<file path="src/rtl/div_wrapper.sv">
// Board-level sequential divider.
// The switches supply the operand bytes, and the buttons load them and start a division.
// A 2*DW-bit dividend is divided by a DW-bit divisor with a restoring
// shift-subtract datapath that takes one quotient bit per cycle.
// The LEDs show either the quotient or the zero-extended remainder.
module div_wrapper #(
    parameter int DW = 8
) (
    input  logic            clk,
    input  logic            rst,
    input  logic [DW:0]     sw,
    input  logic [2:0]      btn,
    output logic [2*DW-1:0] led,
    output logic            busy,
    output logic            err
);

    localparam int CW = $clog2(2 * DW);

    typedef enum logic [1:0] {IDLE, RUN, DONE} state_t;

    state_t            state, state_nxt;
    logic [2:0]        btn_q;
    logic [2:0]        rise;
    logic [2*DW-1:0]   dividend, dividend_nxt;
    logic [DW-1:0]     divisor;
    logic [2*DW-1:0]   quotient;
    logic [DW-1:0]     remainder;
    logic [2*DW-1:0]   dvd_w;
    logic [DW-1:0]     dvs_w;
    logic [DW-1:0]     rem_w;
    logic [CW-1:0]     cnt;
    logic [DW:0]       t;
    logic [DW:0]       diff;
    logic              ge;
    logic              last;
    logic              start_ok;
    logic              start_zero;

    assign rise       = btn & ~btn_q;
    assign start_ok   = (state == IDLE) && rise[2] && (sw[DW-1:0] != '0);
    assign start_zero = (state == IDLE) && rise[2] && (sw[DW-1:0] == '0);

    // The partial remainder is one bit wider so that values up to 2*dvs-1 compare correctly.
    assign t    = {rem_w, dvd_w[2*DW-1]};
    assign diff = t - {1'b0, dvs_w};
    assign ge   = (t >= {1'b0, dvs_w});
    assign last = (cnt == CW'(2 * DW - 1));

    // Dividend after this cycle's byte loads; a valid start latches this value.
    always_comb begin
        dividend_nxt = dividend;
        if (rise[0]) dividend_nxt[DW-1:0]    = sw[DW-1:0];
        if (rise[1]) dividend_nxt[2*DW-1:DW] = sw[DW-1:0];
    end

    // State register.
    always_ff @(posedge clk) begin
        if (rst) state <= IDLE;
        else     state <= state_nxt;
    end

    // Next-state logic. A start received while not in IDLE is dropped.
    always_comb begin
        state_nxt = state;
        case (state)
            IDLE:    if (start_ok) state_nxt = RUN;
            RUN:     if (last)     state_nxt = DONE;
            DONE:    state_nxt = IDLE;
            default: state_nxt = IDLE;
        endcase
    end

    // Output logic. The LED mux follows sw[DW] combinationally.
    always_comb begin
        busy = (state != IDLE);
        led  = sw[DW] ? {{DW{1'b0}}, remainder} : quotient;
    end

    // Button edge detect, operand bytes, iteration datapath and result registers.
    always_ff @(posedge clk) begin
        if (rst) begin
            btn_q     <= '0;
            dividend  <= '0;
            divisor   <= '0;
            quotient  <= '0;
            remainder <= '0;
            dvd_w     <= '0;
            dvs_w     <= '0;
            rem_w     <= '0;
            cnt       <= '0;
            err       <= 1'b0;
        end else begin
            btn_q    <= btn;
            dividend <= dividend_nxt;
            if (start_ok) begin
                divisor <= sw[DW-1:0];
                dvd_w   <= dividend_nxt;
                dvs_w   <= sw[DW-1:0];
                rem_w   <= '0;
                cnt     <= '0;
                err     <= 1'b0;
            end else if (start_zero) begin
                // A divide by zero reports all-ones. It passes the low byte of the
                // dividend through unchanged and ignores bytes loaded in this cycle.
                divisor   <= '0;
                err       <= 1'b1;
                quotient  <= '1;
                remainder <= dividend[DW-1:0];
            end
            if (state == RUN) begin
                rem_w <= ge ? diff[DW-1:0] : t[DW-1:0];
                dvd_w <= {dvd_w[2*DW-2:0], ge};
                cnt   <= cnt + 1'b1;
            end
            if (state == DONE) begin
                quotient  <= dvd_w;
                remainder <= rem_w;
            end
        end
    end

endmodule

</file>
<file path="config.mk">
export PLATFORM = sky130hd
export DESIGN_NAME = div_wrapper
export DESIGN_NICKNAME = d
export VERILOG_FILES = /design/src/rtl/div_wrapper.sv
export SDC_FILE = /design/constraint.sdc
export NUM_CORES = 1
export LEC_CHECK = 0
export CORE_UTILIZATION = 35
export CTS_BUF_LIST = sky130_fd_sc_hd__clkbuf_16
export DETAILED_ROUTE_END_ITERATION = 10
export PLACE_DENSITY = 0.58
export REMOVE_ABC_BUFFERS = 1
export SKIP_LAST_GASP = 1
export SYNTH_ARGS = -nofsm -noshare
export SYNTH_HDL_FRONTEND = slang
export SYNTH_SLANG_ARGS = --single-unit
</file>
<file path="constraint.sdc">
create_clock -name clk -period 2.1 [get_ports clk]
set_input_delay 0.21 -clock clk [delete_from_list [all_inputs] [get_ports clk]]
set_output_delay 0.21 -clock clk [all_outputs]
set_load 0.005 [all_outputs]
</file>
==> summary.txt <==
Status - complete, no violations
Worst Skew - 3.55 ps
FF-to-FF setup slack - 60 ps
P&R area growth vs syn - 27.3%
Worst slack at placement - -7.08 ps
Sequential share of the synthesized area - 44.5%
Worst slew pin tran - 533 ps
Ys async rst share - 0%
CTS Sinks - 82
Comb power frac - 20.7%
PnR worst setup slack - 65.0 ps
Worst-path fanout max - 6
Leading area contributor after synthesis - dfxtp_1
Syn avg cell area - 8.61 sq um
Clock latency on the worst-skew pair - 330 ps
CP Capture Point - rem_w[7]
Most frequent cell after synthesis - dfxtp_1
RR Endpoint - rem_w[7]
Max Clk Rate - 491 MHz
Reg clk slew, reported paths - 60 ps
Type of the worst min-delay path - in -> reg
IO Port Bufs - 31
Synthesized instance count - 429
Aggregate global routing overflow - 0
Hold violation count in the final report - 0
Kind of critical path - reg -> reg
Layout cells sized above 1 - 15.4%
Unrepaired setup endpoints after global routing - false
Total Routing Usage GR - 17.2%
Starting Density - 35.9%
Vias - 3144
WL final - 9050 microns
Max VDD drop - 321 uV
Commonest cells post-synth - dfxtp_1 (82), nor2_1 (71), nand2_1 (53), mux2i_1 (29), a21oi_1 (28)
# fillers - 1051
Final Critical Period - 2040 ps
Mapped Area - 3690 sq um
CTS Buf Count - 9
DR vias/cell - 5.01
Antenna Violating Nets Remaining - 0
CTS tree - done
Critical Path Sink Type - flip-flop
DRT iter0 DRCs - 134
Largest net degree at the start of global routing - 55
Die H - 105 microns
Number of flops mapped to enable cells by yosys - 0
Clock share of power - 37.4%
Final Cycle Share - 96.9%
Drt pass-1 iters - 4
Count of different cell masters after synthesis - 48
Post-synthesis sequential element count - 82
Leakage power - 0.00196 uW
Data required, critical path - 2310 ps
Setup-failing EPs final - 0
Slew Viols, Final - 0
R2R Path Start - dvs_w[2]
Reg power frac - 41.9%
GPL Wtd Cong - 0.846
Post-CTS Repair Setup Buffers - 0
Largest cells by area after synthesis - dfxtp_1 (44%), mux2i_1 (7.9%), nor2_1 (7.2%)
Initial antenna violation count - 0
Std cell rows - 37
Switch share - 27.0%
Vias in the first global route - 3027
Critical Path AT - 2240 ps
Worst setup startpoint - dvs_w[2]
Ys Warns - 0
Full die area - 11000 sq um
Clock H-tree levels - 3
R2r worst-path depth - 9
Yosys top cell area share - 44.5%
CTS root buffer - clkbuf_16
WL/cell - 14.4 microns
N_diodes - 0
Max-cap violations - 0
Longest Clk Path Bufs - 2
Tot Pwr - 4030 uW
Net count reported at finish - 511
Hold Buf Count CTS - 0
CORE AREA - 10300 sq um
Post-DP HPWL - 6620 microns
I/O pin count - 32
Power Density - 858 nW/um^2
Die W - 105 microns
Ys flop type - dfxtp_1
Cell internal pwr - 2940 uW
First-pass GRT wire length - 14900 microns
Net Sw Power - 1090 uW
Detailed-route DRC error count - 0
Slew margin rel. - 64.5%
CP Launch Type - flip-flop
[logic make-up (layout without fill, tap and decap cells)]
kind of cell | count (synthesis) | after routing | synth area share (%)
AND/OR/NAND/NOR | 180 | 180 | 21.9
flip-flops | 82 | 82 | 44.5
AO/OA/AOI/OAI | 80 | 80 | 14.6
multiplexers | 37 | 37 | 10.3
buffers and inverters | 36 | 99 | 4.27
adder cells (fa/ha/maj) | 10 | 10 | 3.59
XOR/XNOR | 4 | 4 | 0.949
[metrics by stage]
stage	hold WS (ps)	cell area [sq um]	TNS [ps]	utilization (%)	std cells
finish	344	4700	0	45.7	628
global route	365	4700	0	45.7	628
CTS	332	4690	0	45.7	627
detailed placement	451	4400	-9.10	42.8	611
global placement	445	4400	0	42.8	611
floorplan	279	3570	0	-	402
[worst min-delay path by stage]
stage | start | endpoint | slack [ps] | depth (start not counted)
after global placement | dvs_w[5] | dvs_w[5] | 450 | 2
after floorplan | rst | cnt[2] | 280 | 1
final | rst | cnt[0] | 340 | 2
after CTS | rst | dividend[9] | 330 | 2
after detailed placement | dvs_w[6] | dvs_w[6] | 450 | 2
after global routing | rst | dividend[11] | 360 | 2
[per-layer routing]
metal / vias up / wire, microns / share of wire [%] / GRT usage (%)
met3: 7 / 435 / 4.8 / 4.30
met4: 0 / 74 / 0.82 / 4.63
li1: 1595 / - / - / -
met1: 1489 / 4130 / 46 / 21.3
met5: - / 0 / 0 / 0
met2: 53 / 4420 / 49 / 29.8
[critical path: stages (launching register included)]
cell	delay, ps
dfxtp_2	330
inv_1	40
ha_1	190
or2_1	260
o22ai_2	150
a31oi_1	120
a2111o_1	340
buf_6	160
mux2i_2	210
o21ai_1	100
[power groups by stage]
stage          Clock (uW)  Combinational [uW]  Sequential, uW
2_1_floorplan           0                 476            1710
3_3_place_gp            0                 770            1720
3_5_place_dp            0                 787            1720
4_1_cts              1550                 823            1690
5_1_grt              1610                 909            1700
6_report             1510                 835            1690
[layout make-up]
cell class	instances	area (sq um)	area share [%]
Tap cell	136	170	3.62
Timing Repair Buffer	74	667	14.2
Sequential cell	82	1640	34.9
Inverter	9	33.8	0.719
Clock inverter	7	62.6	1.33
Clock buffer	9	225	4.79
Multi-Input combinational cell	311	1900	40.4
[cells in the final DEF, fill, tap and decap left out, types with 3 or more instances in the layout]
cell type / Yosys / final
a211oi_1: 8 / 8
a21oi_1: 28 / 28
a22oi_1: 3 / 3
buf_12: 0 / 3
buf_4: 3 / 38
clkbuf_16: 0 / 9
clkdlybuf4s50_1: 0 / 30
dfxtp_1: 82 / 81
ha_1: 9 / 9
inv_1: 9 / 11
mux2_2: 8 / 8
mux2i_1: 29 / 28
nand2_1: 53 / 53
nand2b_1: 6 / 6
nand3_1: 4 / 4
nor2_1: 71 / 71
nor2b_1: 14 / 13
nor3_1: 19 / 19
nor4_1: 3 / 3
o211ai_1: 15 / 15
o21a_1: 4 / 4
o21ai_0: 7 / 4
o21ai_1: 0 / 3
xnor2_1: 3 / 3
[repair_timing]
action	4_1_cts	5_1_grt
endpoints found under the hold margin	0	0
resized for setup	4	3
endpoints found under the setup margin	3	7
gates cloned	0	1
pin swaps	0	5
[flip-flops by register name (all words and copies together) (netlist names)]
register	flops
dividend	16
err	1
rem_w	8
cnt	4
btn_q	3
dvs_w	8
quotient	16
dvd_w	16
state	2
remainder	8
Note: power is estimated with default switching activity, not from simulation.
